<file path="config.mk">
export PLATFORM = sky130hd
export DESIGN_NAME = instruction_loader
export DESIGN_NICKNAME = d
export VERILOG_FILES = /design/src/rtl/fetch_pkg.sv /design/src/rtl/byte_assembler.sv /design/src/rtl/instruction_loader.sv
export SDC_FILE = /design/constraint.sdc
export NUM_CORES = 1
export LEC_CHECK = 0
export ABC_AREA = 1
export CORE_ASPECT_RATIO = 0.6
export CORE_MARGIN = 5
export CORE_UTILIZATION = 58
export DETAILED_ROUTE_END_ITERATION = 8
export GPL_TIMING_DRIVEN = 0
export PLACE_DENSITY = 0.93
export SLEW_MARGIN = 20
export SYNTH_ARGS = -nofsm -noshare
export SYNTH_HDL_FRONTEND = slang
export SYNTH_SLANG_ARGS = --single-unit
export TNS_END_PERCENT = 10
</file>
<file path="constraint.sdc">
create_clock -name clk -period 5.8 [get_ports clk]
set_input_delay 0.87 -clock clk [delete_from_list [all_inputs] [get_ports clk]]
set_output_delay 0.87 -clock clk [all_outputs]
set_load 0.02 [all_outputs]
</file>
<file path="src/rtl/fetch_pkg.sv">
// Shared fetch-side definitions: loader FSM states and default instruction store geometry.
// Used by the instruction loader, the instruction memory and the fetch stage.
package fetch_pkg;

    localparam int BYTE_WIDTH                = 8;
    localparam int PC_WIDTH_DEFAULT          = 19;
    localparam int MEMORY_SIZE_DEFAULT       = 1024;
    localparam int INSTRUCTION_WIDTH_DEFAULT = 32;

    typedef enum logic [1:0] {
        IDLE,
        LOAD,
        WRITE,
        DONE
    } loader_state_t;

    function automatic int bytes_per_word(input int width);
        return width / BYTE_WIDTH;
    endfunction

endpackage

</file>
<file path="src/rtl/byte_assembler.sv">
// Big-endian byte-to-word shift register for the instruction loader.
// word is the value the buffer takes with the byte being accepted; word_valid marks the last byte.
module byte_assembler
    import fetch_pkg::*;
#(
    parameter int INSTRUCTION_WIDTH = INSTRUCTION_WIDTH_DEFAULT
) (
    input  logic                         clk,
    input  logic                         rst,
    input  logic                         accept,
    input  logic [BYTE_WIDTH-1:0]        byte_data,
    output logic [INSTRUCTION_WIDTH-1:0] word,
    output logic                         word_valid
);

    localparam int BPW       = bytes_per_word(INSTRUCTION_WIDTH);
    localparam int IDX_WIDTH = (BPW > 1) ? $clog2(BPW) : 1;

    logic [INSTRUCTION_WIDTH-1:0] shift_q;
    logic [IDX_WIDTH-1:0]         idx_q;
    logic                         last;

    assign last = (idx_q == IDX_WIDTH'(BPW - 1));

    // Earlier bytes move toward the MSBs, so the first byte ends up in the top byte lane.
    assign word       = (shift_q << BYTE_WIDTH) | INSTRUCTION_WIDTH'(byte_data);
    assign word_valid = accept && last;

    always_ff @(posedge clk) begin
        if (rst) begin
            shift_q <= '0;
            idx_q   <= '0;
        end else if (accept) begin
            shift_q <= word;
            idx_q   <= last ? '0 : idx_q + 1'b1;
        end
    end

endmodule

</file>
<file path="src/rtl/instruction_loader.sv">
// Writer side of the instruction store: assembles host bytes into words and writes them
// to consecutive addresses from 0, holding the core stalled (busy) while a session runs.
module instruction_loader
    import fetch_pkg::*;
#(
    parameter int PC_WIDTH          = PC_WIDTH_DEFAULT,
    parameter int MEMORY_SIZE       = MEMORY_SIZE_DEFAULT,
    parameter int INSTRUCTION_WIDTH = INSTRUCTION_WIDTH_DEFAULT
) (
    input  logic                         clk,
    input  logic                         rst,
    input  logic                         start,
    input  logic [PC_WIDTH-1:0]          word_count,
    input  logic                         byte_valid,
    input  logic [BYTE_WIDTH-1:0]        byte_data,
    output logic                         byte_ready,
    output logic                         mem_we,
    output logic [PC_WIDTH-1:0]          mem_addr,
    output logic [INSTRUCTION_WIDTH-1:0] mem_wdata,
    output logic                         busy,
    output logic                         done,
    output logic                         error
);

    localparam logic [PC_WIDTH-1:0] MAX_COUNT = PC_WIDTH'(MEMORY_SIZE);

    loader_state_t                state_q;
    logic [PC_WIDTH-1:0]          count_q;
    logic [PC_WIDTH-1:0]          addr_q;
    logic [INSTRUCTION_WIDTH-1:0] word;
    logic                         word_valid;
    logic                         accept;

    assign accept = byte_valid && byte_ready;

    byte_assembler #(
        .INSTRUCTION_WIDTH(INSTRUCTION_WIDTH)
    ) u_byte_assembler (
        .clk       (clk),
        .rst       (rst),
        .accept    (accept),
        .byte_data (byte_data),
        .word      (word),
        .word_valid(word_valid)
    );

    // All outputs are registered and updated on the transition into the state that owns them.
    always_ff @(posedge clk) begin
        if (rst) begin
            state_q    <= IDLE;
            count_q    <= '0;
            addr_q     <= '0;
            byte_ready <= 1'b0;
            mem_we     <= 1'b0;
            mem_addr   <= '0;
            mem_wdata  <= '0;
            busy       <= 1'b0;
            done       <= 1'b0;
            error      <= 1'b0;
        end else begin
            mem_we <= 1'b0;
            done   <= 1'b0;
            unique case (state_q)
                IDLE: begin
                    if (start) begin
                        count_q <= word_count;
                        addr_q  <= '0;
                        error   <= 1'b0;
                        if (word_count == '0) begin
                            state_q <= DONE;
                            done    <= 1'b1;
                        end else if (word_count > MAX_COUNT) begin
                            state_q <= DONE;
                            done    <= 1'b1;
                            error   <= 1'b1;
                        end else begin
                            state_q    <= LOAD;
                            busy       <= 1'b1;
                            byte_ready <= 1'b1;
                        end
                    end
                end
                LOAD: begin
                    if (word_valid) begin
                        state_q    <= WRITE;
                        byte_ready <= 1'b0;
                        mem_we     <= 1'b1;
                        mem_addr   <= addr_q;
                        mem_wdata  <= word;
                    end
                end
                WRITE: begin
                    if (addr_q == count_q - 1'b1) begin
                        state_q <= DONE;
                        busy    <= 1'b0;
                        done    <= 1'b1;
                    end else begin
                        addr_q     <= addr_q + 1'b1;
                        state_q    <= LOAD;
                        byte_ready <= 1'b1;
                    end
                end
                DONE: begin
                    state_q <= IDLE;
                end
                default: begin
                    state_q    <= IDLE;
                    busy       <= 1'b0;
                    byte_ready <= 1'b0;
                end
            endcase
        end
    end

endmodule

</file>
-- Yosys cells after proc, flatten, opt, wreduce, memory -nomap -nowiden
Index checks and enable logic that the tools add are counted.
- flip-flop bits (word level): 122
- input port bits: 31
- output and inout bits: 56
- logic and storage cells: 67
- add/sub/neg operators: 3
- $lt $le $gt $ge: 1
- equal/unequal tests: 11
- multiplexer cells: 25
- bitwise gates (word level): 2
- reduce and logical (&&, ||, !) cells: 13
- operator list (operator ; count):
    $mux 19 ; 2
    $pmux 19 s2 ; 1
    $or 32x8->32 ; 1
    $add 19x1->19 const B ; 1
    $eq 19x19->1 ; 1
    $gt 19x11->1 const B ; 1
    $logic_not 19->1 ; 1
    $sub 19x1->19 const B ; 1
    $mux 1 ; 12
    $mux 2 ; 6
    $ne 2x2->1 const B ; 5
    $pmux 2 s4 ; 1
    $eq 2x2->1 const B ; 3
    $reduce_and 2->1 ; 3
    $reduce_and 6->1 ; 1
    $reduce_and 5->1 ; 1
    $pmux 1 s2 ; 2
    $pmux 1 s3 ; 1
    $reduce_and 3->1 ; 1
    $reduce_bool 3->1 ; 1
    $add 2x1->2 const B ; 1
    $eq 2x1->1 const B ; 1
    $logic_and 1x1->1 ; 2
    $logic_not 2->1 ; 1
    4 further kinds ; 4

-- Longest topological paths before layout
Gate-level depths: netlist of run 1.
- depth after elaboration: 5
- mapped depth: 17
- gate-level depth less buffers: 17

-- Cells and area by module
From an unflattened synthesis of run 1, not the netlist that was laid out.
- cells, all modules: 841
- area total of the unflattened synthesis: 5930.7 um^2
- by module, submodules not included (module ; times used ; cells each ; area an instance (um^2) ; seq. area each (um^2)):
    instruction_loader ; 1 ; 714 ; 4839.6 ; 1921.8
    byte_assembler ; 1 ; 127 ; 1091.0 ; 520.5

-- Least setup slack after synthesis of run 1
No wires, ideal clock.
- path kind: input port to flip-flop
- start point: input byte_valid
- end point: register mem_addr[10]
- library setup time: 0.116 ns
- arrival: 2.002 ns
- data required time: 5.684 ns
- path slack: 3.682 ns
- stages on the path: 8
- path buffers: 1
- cell sequence: nand2_1 -> inv_2 -> nand2_1 -> nor3_2 -> inv_2 -> clkbuf_1 -> nor2_1 -> nor2_1
- longest elaborated chain between the ends: 3
- RTL lines (item ; line ; source):
    start: declaration ; instruction_loader.sv:14 ; input logic byte_valid,
    $logic_and 1x1->1 ; instruction_loader.sv:34 ; assign accept = byte_valid && byte_ready;
    $logic_and 1x1->1 ; byte_assembler.sv:27 ; assign word_valid = accept && last;
    $reduce_and 2->1 (no source line) ; -- ;
    end signal: assignment ; instruction_loader.sv:88 ; mem_addr <= addr_q;
    end: declaration ; instruction_loader.sv:18 ; output logic [PC_WIDTH-1:0] mem_addr,
No other way between the ends.
A chain may end at the register's enable or synchronous reset.

-- Worst setup path in the final report of run 1
- start point: input byte_valid
- end point: register mem_wdata[23]
- longest elaborated chain between the ends: 3
- RTL lines (item ; line ; source):
    $logic_and 1x1->1 ; instruction_loader.sv:34 ;
    $logic_and 1x1->1 ; byte_assembler.sv:27 ;
    $reduce_and 2->1 (no source line) ; -- ;
    end signal: assignment ; instruction_loader.sv:89 ; mem_wdata <= word;
    end: declaration ; instruction_loader.sv:19 ; output logic [INSTRUCTION_WIDTH-1:0] mem_wdata,
No other way between the ends.

==> flow_summary.yaml, run 1 <==
run_status:
  run_status: "finished, final reports clean"
power:
  power.net_switching_w: 0.000716
  peak_supply_drop_v: 0.000240
  internal_power_w: 0.00174
  switching_share_pct: 29.2
  fin_total_pwr_w: 0.00246
  pwr-share-clk_pct: 46.9
  combPwrFrac_pct: 15.3
  p_per_area_nw_per_um2: 334
  power.sequential.fraction_pct: 37.8
  leakage_power_nw: 3.01
sta:
  setup_viol: 0
  maximum_operating_frequency_mhz: 333
  share_of_the_clock_period_used_by_the_worst_path_pct: 51.8
  final_period_minus_worst_setup_slack_ns: 3.01
  rsz0062_at_grt: "false"
  finalSetupTns_ns: 0
  final_clock_skew_ns: 0.00930
  timing_worst_slew_pin_value_ns: 0.861
  final-max-slew-violation-count: 0
  timing_hold_violations_final: 0
  max-slew-margin-rel_pct: 42.3
critical_path:
  worstPathCellList: "clkdlybuf4s50_1, nand2_1, inv_2, nand2_1, nor3_2, inv_2, clkbuf_1, nor2_1, nor2_1"
  critPathMaxFanout: 10
  max_stage_delay_ns: 0.67
  timing.critical_path.slowest_stage_cell: "sky130_fd_sc_hd__nor3_2"
  cp_top_family: "simple AND/OR/NAND/NOR gates"
  worstPathRequired_ns: 6.10
  critical_path_class: "input port to flop"
  cp-end-kind: "flop"
  worst_setup_path_start_kind: "input port"
  path_buf_inv: 4
  arrival_worst_endpoint_ns: 3.31
yosys:
  synthFlopType: "sky130_fd_sc_hd__dfxtp_1"
  netlist_top_cells_count: "sky130_fd_sc_hd__nor2_1, sky130_fd_sc_hd__dfxtp_1, sky130_fd_sc_hd__nand2_1, sky130_fd_sc_hd__o21ai_0, sky130_fd_sc_hd__nand3_1"
  yosys_warnings: 0
  ys_seq_area_share_pct: 43.0
  syn-instance-count: 810
  synth_enable_flop_cells: 0
  synthDominantAreaCellType: "sky130_fd_sc_hd__dfxtp_1"
  yosysMostFrequentCell: "sky130_fd_sc_hd__nor2_1"
  per_instance_average_area_after_synthesis_um2: 7.01
  postSynth.asyncResetShare_pct: 0
  synth_top_area_share_pct: 43.0
  synth_nets: 844
  synth_seq_cells: 122
  syn-cell-area_um2: 5680
  yosys-top-cells-area: "sky130_fd_sc_hd__dfxtp_1, sky130_fd_sc_hd__nor2_1, sky130_fd_sc_hd__o21ai_0, sky130_fd_sc_hd__nand2_1, sky130_fd_sc_hd__xor2_1"
  distinct_cells_synth: 33
floorplanning:
  floorplan.initialDensity_pct: 58.5
  std_cell_core_area_um2: 9700
  io-pin-count: 87
  die_height_um: 86.6
  dieWidth_um: 138
  row_count: 28
  design.die.area_um2: 11900
drt:
  dr.pass1.iters: 7
  dr.first_iter.drc_count: 809
  detailroute.via_count: 5984
  post_route_drc_violation_count: 0
  final_routed_wirelength_um: 17900
  wl_per_cell_um: 16.8
  route.antenna.remaining_nets: 0
  viasPerCell: 5.63
global_route:
  global_route.overflow_total: 0
  antenna_found_initial: 0
  maximum_number_of_pins_on_one_net_before_global_route_repair: 17
  global_route_wire_length_before_repair_um: 28000
  number_of_global_route_vias_before_repair: 5582
  grt.total_usage_pct: 30.4
layout:
  ratio_of_cells_with_drive_above_1_in_the_final_layout_pct: 9.27
  final_nets: 949
  area.growth.synth_to_final_pct: 29.4
  layout.cells.non_filler: 1063
  post-route-cell-area_um2: 7340
  antenna_cells_inserted: 0
run:
  max_cap_viol_count: 0
clock_tree:
  clk_pin_slew_ns: 0.06
  cts.path.max_buffers: 2
  tritoncts: "built"
  clkSinkCount: 122
  hold_buffers: 0
  ctsHtreeMaxLevel: 4
  cts_inserted_buffers: 17
  ctsRootBufferMaster: "sky130_fd_sc_hd__clkbuf_16"
  cts_post_setup_buffers_inserted: 0
  post_cts_resized: 0
  latest_clock_arrival_within_the_worst_skew_pair_ns: 0.42
min_path:
  hold_class: "flop to flop"
placement:
  placement.cell_area_um2: 6710
  finalWeightedCongestion: 1.02
  port-buffer-count: 86
  dp.final_hpwl_um: 12300
  post-place-cells: 1031
## through the flow
step	setup WS, ns	util, %	hold slack [ns]
floorplan	3.68	-	0.456
global placement	2.63	69.1	0.437
detailed placement	2.57	69.1	0.445
CTS	2.87	75.7	0.474
global route	2.64	75.7	0.489
finish	2.79	75.7	0.483
## final timing paths
| check | startpoint | end | slack, ns | depth (start not counted) |
|---|---|---|---|---|
| max | byte_valid | mem_wdata[23] | 2.79 | 9 |
| min | busy | busy | 0.48 | 2 |
| max reg2reg | byte_ready | mem_wdata[23] | 3.31 | 8 |
| min reg2reg | busy | busy | 0.48 | 2 |
## layout by cell type (no fill, tap or decap), types with 2 or more instances in the layout
master                            synthesis  final
sky130_fd_sc_hd__a21oi_1                 34     34
sky130_fd_sc_hd__a21oi_2                 10     10
sky130_fd_sc_hd__and2_1                   2      2
sky130_fd_sc_hd__buf_2                    7      7
sky130_fd_sc_hd__bufinv_16                0      4
sky130_fd_sc_hd__clkbuf_1                33     33
sky130_fd_sc_hd__clkbuf_16                0     17
sky130_fd_sc_hd__clkdlybuf4s50_1          0     86
sky130_fd_sc_hd__clkinv_1                 4      4
sky130_fd_sc_hd__clkinv_4                 0      3
sky130_fd_sc_hd__clkinvlp_4               0      2
sky130_fd_sc_hd__dfxtp_1                122    122
sky130_fd_sc_hd__ha_1                     3      3
sky130_fd_sc_hd__inv_1                   36     36
sky130_fd_sc_hd__inv_2                    8      8
sky130_fd_sc_hd__inv_6                    0      4
sky130_fd_sc_hd__nand2_1                106    106
sky130_fd_sc_hd__nand2_2                 14     14
sky130_fd_sc_hd__nand3_1                 40     40
sky130_fd_sc_hd__nand3b_1                 3      3
sky130_fd_sc_hd__nand4_1                 12     12
sky130_fd_sc_hd__nor2_1                 218    218
sky130_fd_sc_hd__nor2_2                   6      6
sky130_fd_sc_hd__nor2_4                   3      3
sky130_fd_sc_hd__nor3_1                   7      7
sky130_fd_sc_hd__nor4_1                   3      3
sky130_fd_sc_hd__o21ai_0                 98     98
sky130_fd_sc_hd__o21ai_1                  2      2
sky130_fd_sc_hd__xnor2_1                  4      4
sky130_fd_sc_hd__xor2_1                  26     26
## sequential cells by signal, summed over array words and instances, names as in the netlist
register / cells
error: 1
u_byte_assembler.idx_q: 2
addr_q: 19
busy: 1
done: 1
byte_ready: 1
state_q: 2
mem_we: 1
mem_wdata: 32
mem_addr: 19
u_byte_assembler.shift_q: 24
count_q: 19
## power by group through the flow
stage / Clock [W] / Sequential [W] / Combinational [W]
finish: 0.00115 / 0.000928 / 0.000376
global route: 0.00119 / 0.000931 / 0.000416
CTS: 0.00115 / 0.000925 / 0.000367
detailed placement: 0 / 0.000942 / 0.000361
global placement: 0 / 0.000940 / 0.000350
floorplan: 0 / 0.000932 / 0.000257
## worst reg2reg max path, cell delays in order (launching register included)
cell and delay [ns]:
sky130_fd_sc_hd__dfxtp_1 0.37, sky130_fd_sc_hd__nand2_1 0.23, sky130_fd_sc_hd__inv_2 0.23, sky130_fd_sc_hd__nand2_1 0.13, sky130_fd_sc_hd__nor3_2 0.67, sky130_fd_sc_hd__inv_2 0.18
sky130_fd_sc_hd__clkbuf_1 0.30, sky130_fd_sc_hd__nor2_1 0.18, sky130_fd_sc_hd__nor2_1 0.07
## per-layer routing
| metal | up-vias | track usage, % | routed length (um) | share of wire [%] |
|---|---|---|---|---|
| met5 | - | 0 | 0 | 0 |
| met4 | 0 | 10.9 | 430 | 2.4 |
| met3 | 53 | 8.64 | 2140 | 12 |
| met2 | 381 | 42.6 | 7250 | 40 |
| met1 | 2718 | 44.5 | 8080 | 45 |
| li1 | 2832 | - | - | - |
## cell type report
| class | instances | area [um^2] |
|---|---|---|
| multi-input combinational | 598 | 2870 |
| sequential | 122 | 2440 |
| inverter | 48 | 180 |
| clock buffer | 17 | 425 |
| clock inverter | 15 | 213 |
| buffer | 42 | 184 |
| fill | 709 | 2360 |
| timing repair buffer | 86 | 861 |
| tap | 135 | 169 |
## cells by family (layout without fill, tap and decap cells)
kind of cell | Yosys count | in the layout | share of synthesized area (%)
flip-flops | 122 | 122 | 43.0
adder cells (fa/ha/maj) | 3 | 3 | 0.661
AND/OR/NAND/NOR | 419 | 419 | 31.6
XOR/XNOR | 30 | 30 | 4.63
AO/OA/AOI/OAI | 146 | 146 | 13.6
buffers and inverters | 90 | 208 | 6.42
(Power assumes the default switching activity.)
==> inputs of run 2 (changes only) <==
--- a/config.mk
+++ b/config.mk
@@ -8,10 +8,10 @@
 export ABC_AREA = 1
 export CORE_ASPECT_RATIO = 0.6
 export CORE_MARGIN = 5
-export CORE_UTILIZATION = 58
+export CORE_UTILIZATION = 49
 export DETAILED_ROUTE_END_ITERATION = 8
 export GPL_TIMING_DRIVEN = 0
-export PLACE_DENSITY = 0.93
+export PLACE_DENSITY = 0.84
 export SLEW_MARGIN = 20
 export SYNTH_ARGS = -nofsm -noshare
 export SYNTH_HDL_FRONTEND = slang
==> constraint.sdc (replaced) <==
create_clock -name clk -period 2.71 [get_ports clk]
set_input_delay 0.4065 -clock clk [delete_from_list [all_inputs] [get_ports clk]]
set_output_delay 0.4065 -clock clk [all_outputs]
set_load 0.02 [all_outputs]
==> run 2 against run 1 <==
Effect of this change: core utilization decreased by 11 points; combinational power increased by 110%; register-to-register slack got worse by 3.1 ns; non-clock buffer count unchanged; sequential power increased by 110%; global-route usage decreased by 5.9 points; largest cell class unchanged.
==> flow_summary.yaml, run 2 (synthesis gave the netlist of run 1 again) <==
run_status:
  run_status: "finished, final reports clean"
floorplanning:
  design.die.area_um2: 13900
  die_height_um: 93.4
  row_count: 30
  dieWidth_um: 149
  std_cell_core_area_um2: 11300
  floorplan.initialDensity_pct: 50.2
  io-pin-count: 87
layout:
  largest_register_ff_count: 32
  final_cell_mix: "sky130_fd_sc_hd__nor2_1, sky130_fd_sc_hd__dfxtp_1, sky130_fd_sc_hd__nand2_1"
  ratio_of_cells_with_drive_above_1_in_the_final_layout_pct: 9.27
  most_common_cell_after_layout_fill_and_taps_aside: "sky130_fd_sc_hd__nor2_1"
  largest-register: "mem_wdata"
  antenna_cells_inserted: 0
  area.growth.synth_to_final_pct: 29.6
  largest_registers: "mem_wdata (32), u_byte_assembler.shift_q (24)"
  final_nets: 949
  layout.cells.non_filler: 1088
  fillers: 952
placement:
  port-buffer-count: 86
  dp.final_hpwl_um: 12300
  finalWeightedCongestion: 1.04
  post-place-ws_ns: -0.0268
  post-place-cells: 1056
critical_path:
  cp-end-kind: "flop"
  critical_path.startpoint: "count_q[0]"
  regToRegStartpoint: "count_q[0]"
  path_buf_inv: 2
  arrival_worst_endpoint_ns: 2.80
  critical_path_class: "flop to flop"
  timing.critical_path.slowest_stage_cell: "sky130_fd_sc_hd__dfxtp_1"
  reg2regPathDepth: 13
  worst-r2r-setup-slack_ns: 0.25
  worst_setup_path_start_kind: "flop"
  critPathMaxFanout: 10
  max_stage_delay_ns: 0.34
  worstPathRequired_ns: 3.05
  worstPathCellList: "inv_2, ha_1, nand2_2, nor2_4, nand2_1, xor2_1, nand2_1, nor2_1, nand3_4, nand2_4, buf_12, nand2_2, a21oi_2"
  reg2reg_to: "addr_q[13]"
  cp_top_family: "simple AND/OR/NAND/NOR gates"
drt:
  viasPerCell: 5.31
  final_routed_wirelength_um: 16900
  post_route_drc_violation_count: 0
  dr.first_iter.drc_count: 533
  dr.pass1.iters: 5
  detailroute.via_count: 5775
  wl_per_cell_um: 15.5
  route.antenna.remaining_nets: 0
clock_tree:
  latest_clock_arrival_within_the_worst_skew_pair_ns: 0.42
  cts.path.max_buffers: 2
  ctsHtreeMaxLevel: 4
  ctsRootBufferMaster: "sky130_fd_sc_hd__clkbuf_16"
  cts_inserted_buffers: 17
  hold_buffers: 0
  post_cts_resized: 0
  tritoncts: "built"
  cts_post_setup_buffers_inserted: 0
  clkSinkCount: 122
  clk_pin_slew_ns: 0.06
sta:
  timing_hold_violations_final: 0
  rsz0062_at_grt: "false"
  max-slew-margin-rel_pct: 49.2
  setup_slack_ns: 0.251
  final_clock_skew_ns: 0.0117
  setup_viol: 0
  maximum_operating_frequency_mhz: 407
  final-max-slew-violation-count: 0
  timing_worst_slew_pin_value_ns: 0.758
  final_period_minus_worst_setup_slack_ns: 2.46
  share_of_the_clock_period_used_by_the_worst_path_pct: 90.7
min_path:
  whs_endpoint: "busy"
  whs_path_depth: 2
  hold_class: "flop to flop"
  hold_start: "busy"
global_route:
  number_of_global_route_vias_before_repair: 5301
  grt.total_usage_pct: 24.5
  global_route.overflow_total: 0
  antenna_found_initial: 0
  maximum_number_of_pins_on_one_net_before_global_route_repair: 17
  global_route_wire_length_before_repair_um: 27000
power:
  p_per_area_nw_per_um2: 701
  peak_supply_drop_v: 0.000438
  leakage_power_nw: 3.00
run:
  max_cap_viol_count: 0
## run 2: cell types whose count changed in the layout (fill, tap and decap cells not counted)
cell | previous run | this run
sky130_fd_sc_hd__clkinv_4 | 3 | 5
sky130_fd_sc_hd__bufinv_16 | 4 | 3
sky130_fd_sc_hd__inv_6 | 4 | 3
## run 2: final cells by class
type | instances | area, um^2 | share of cell area (%)
Buffer | 42 | 184 | 2.50
Clock buffer | 17 | 425 | 5.79
Clock inverter | 15 | 191 | 2.60
Inverter | 48 | 180 | 2.45
Multi-Input combinational cell | 598 | 2870 | 39.0
Sequential cell | 122 | 2440 | 33.2
Tap cell | 160 | 200 | 2.72
Timing Repair Buffer | 86 | 861 | 11.7
## run 2: through the flow
stage / cell area [um^2] / power [W] / TNS (ns) / hold WS, ns / util, %
floorplan: 5680 / 0.00255 / 0 / 0.456 / -
global placement: 6740 / 0.00277 / -0.00276 / 0.461 / 59.6
detailed placement: 6740 / 0.00279 / -0.0268 / 0.454 / 59.6
CTS: 7350 / 0.00514 / 0 / 0.461 / 65.1
global route: 7350 / 0.00535 / 0 / 0.481 / 65.1
finish: 7350 / 0.00515 / 0 / 0.458 / 65.1
## run 2: tightest hold or removal path, delay by kind of cell (launching register included)
kind                   cells  cell delay, ns
AO/OA/AOI/OAI              1            0.06
buffers and inverters      1            0.05
flip-flops                 1            0.31
## run 2: worst max path at each step
stage,end,slack [ns],cells past startpoint
global route,mem_wdata[30],0.11,9
floorplan,addr_q[17],0.80,13
detailed placement,mem_addr[10],-0.03,9
CTS,addr_q[13],0.31,13
finish,addr_q[13],0.25,13
global placement,mem_wdata[21],-0.003,9
## run 2: where the power goes
part	switching, W	internal, W	leakage [nW]
clock	0.000905	0.00146	0.296
combinational	0.000525	0.000278	1.71
sequential	0.0000950	0.00189	0.991
total	0.00152	0.00363	3.00
## run 2: routing by layer
metal  global-route usage, %  wire [um]  share of wire [%]  up-vias
met2                    32.5       6570                 39      286
met4                    7.08        251                1.5        0
met1                    36.9       8130                 48     2626
li1                        -          -                  -     2828
met5                       0          0                  0        -
met3                    8.47       1920                 11       35
==> inputs of run 3 (changes only) <==
--- a/config.mk
+++ b/config.mk
@@ -6,6 +6,7 @@
 export NUM_CORES = 1
 export LEC_CHECK = 0
 export ABC_AREA = 1
+export CAP_MARGIN = 0
 export CORE_ASPECT_RATIO = 0.6
 export CORE_MARGIN = 5
 export CORE_UTILIZATION = 49
==> results of run 3 <==
No change in the layout: final DEF, timing and power equal those of run 2.
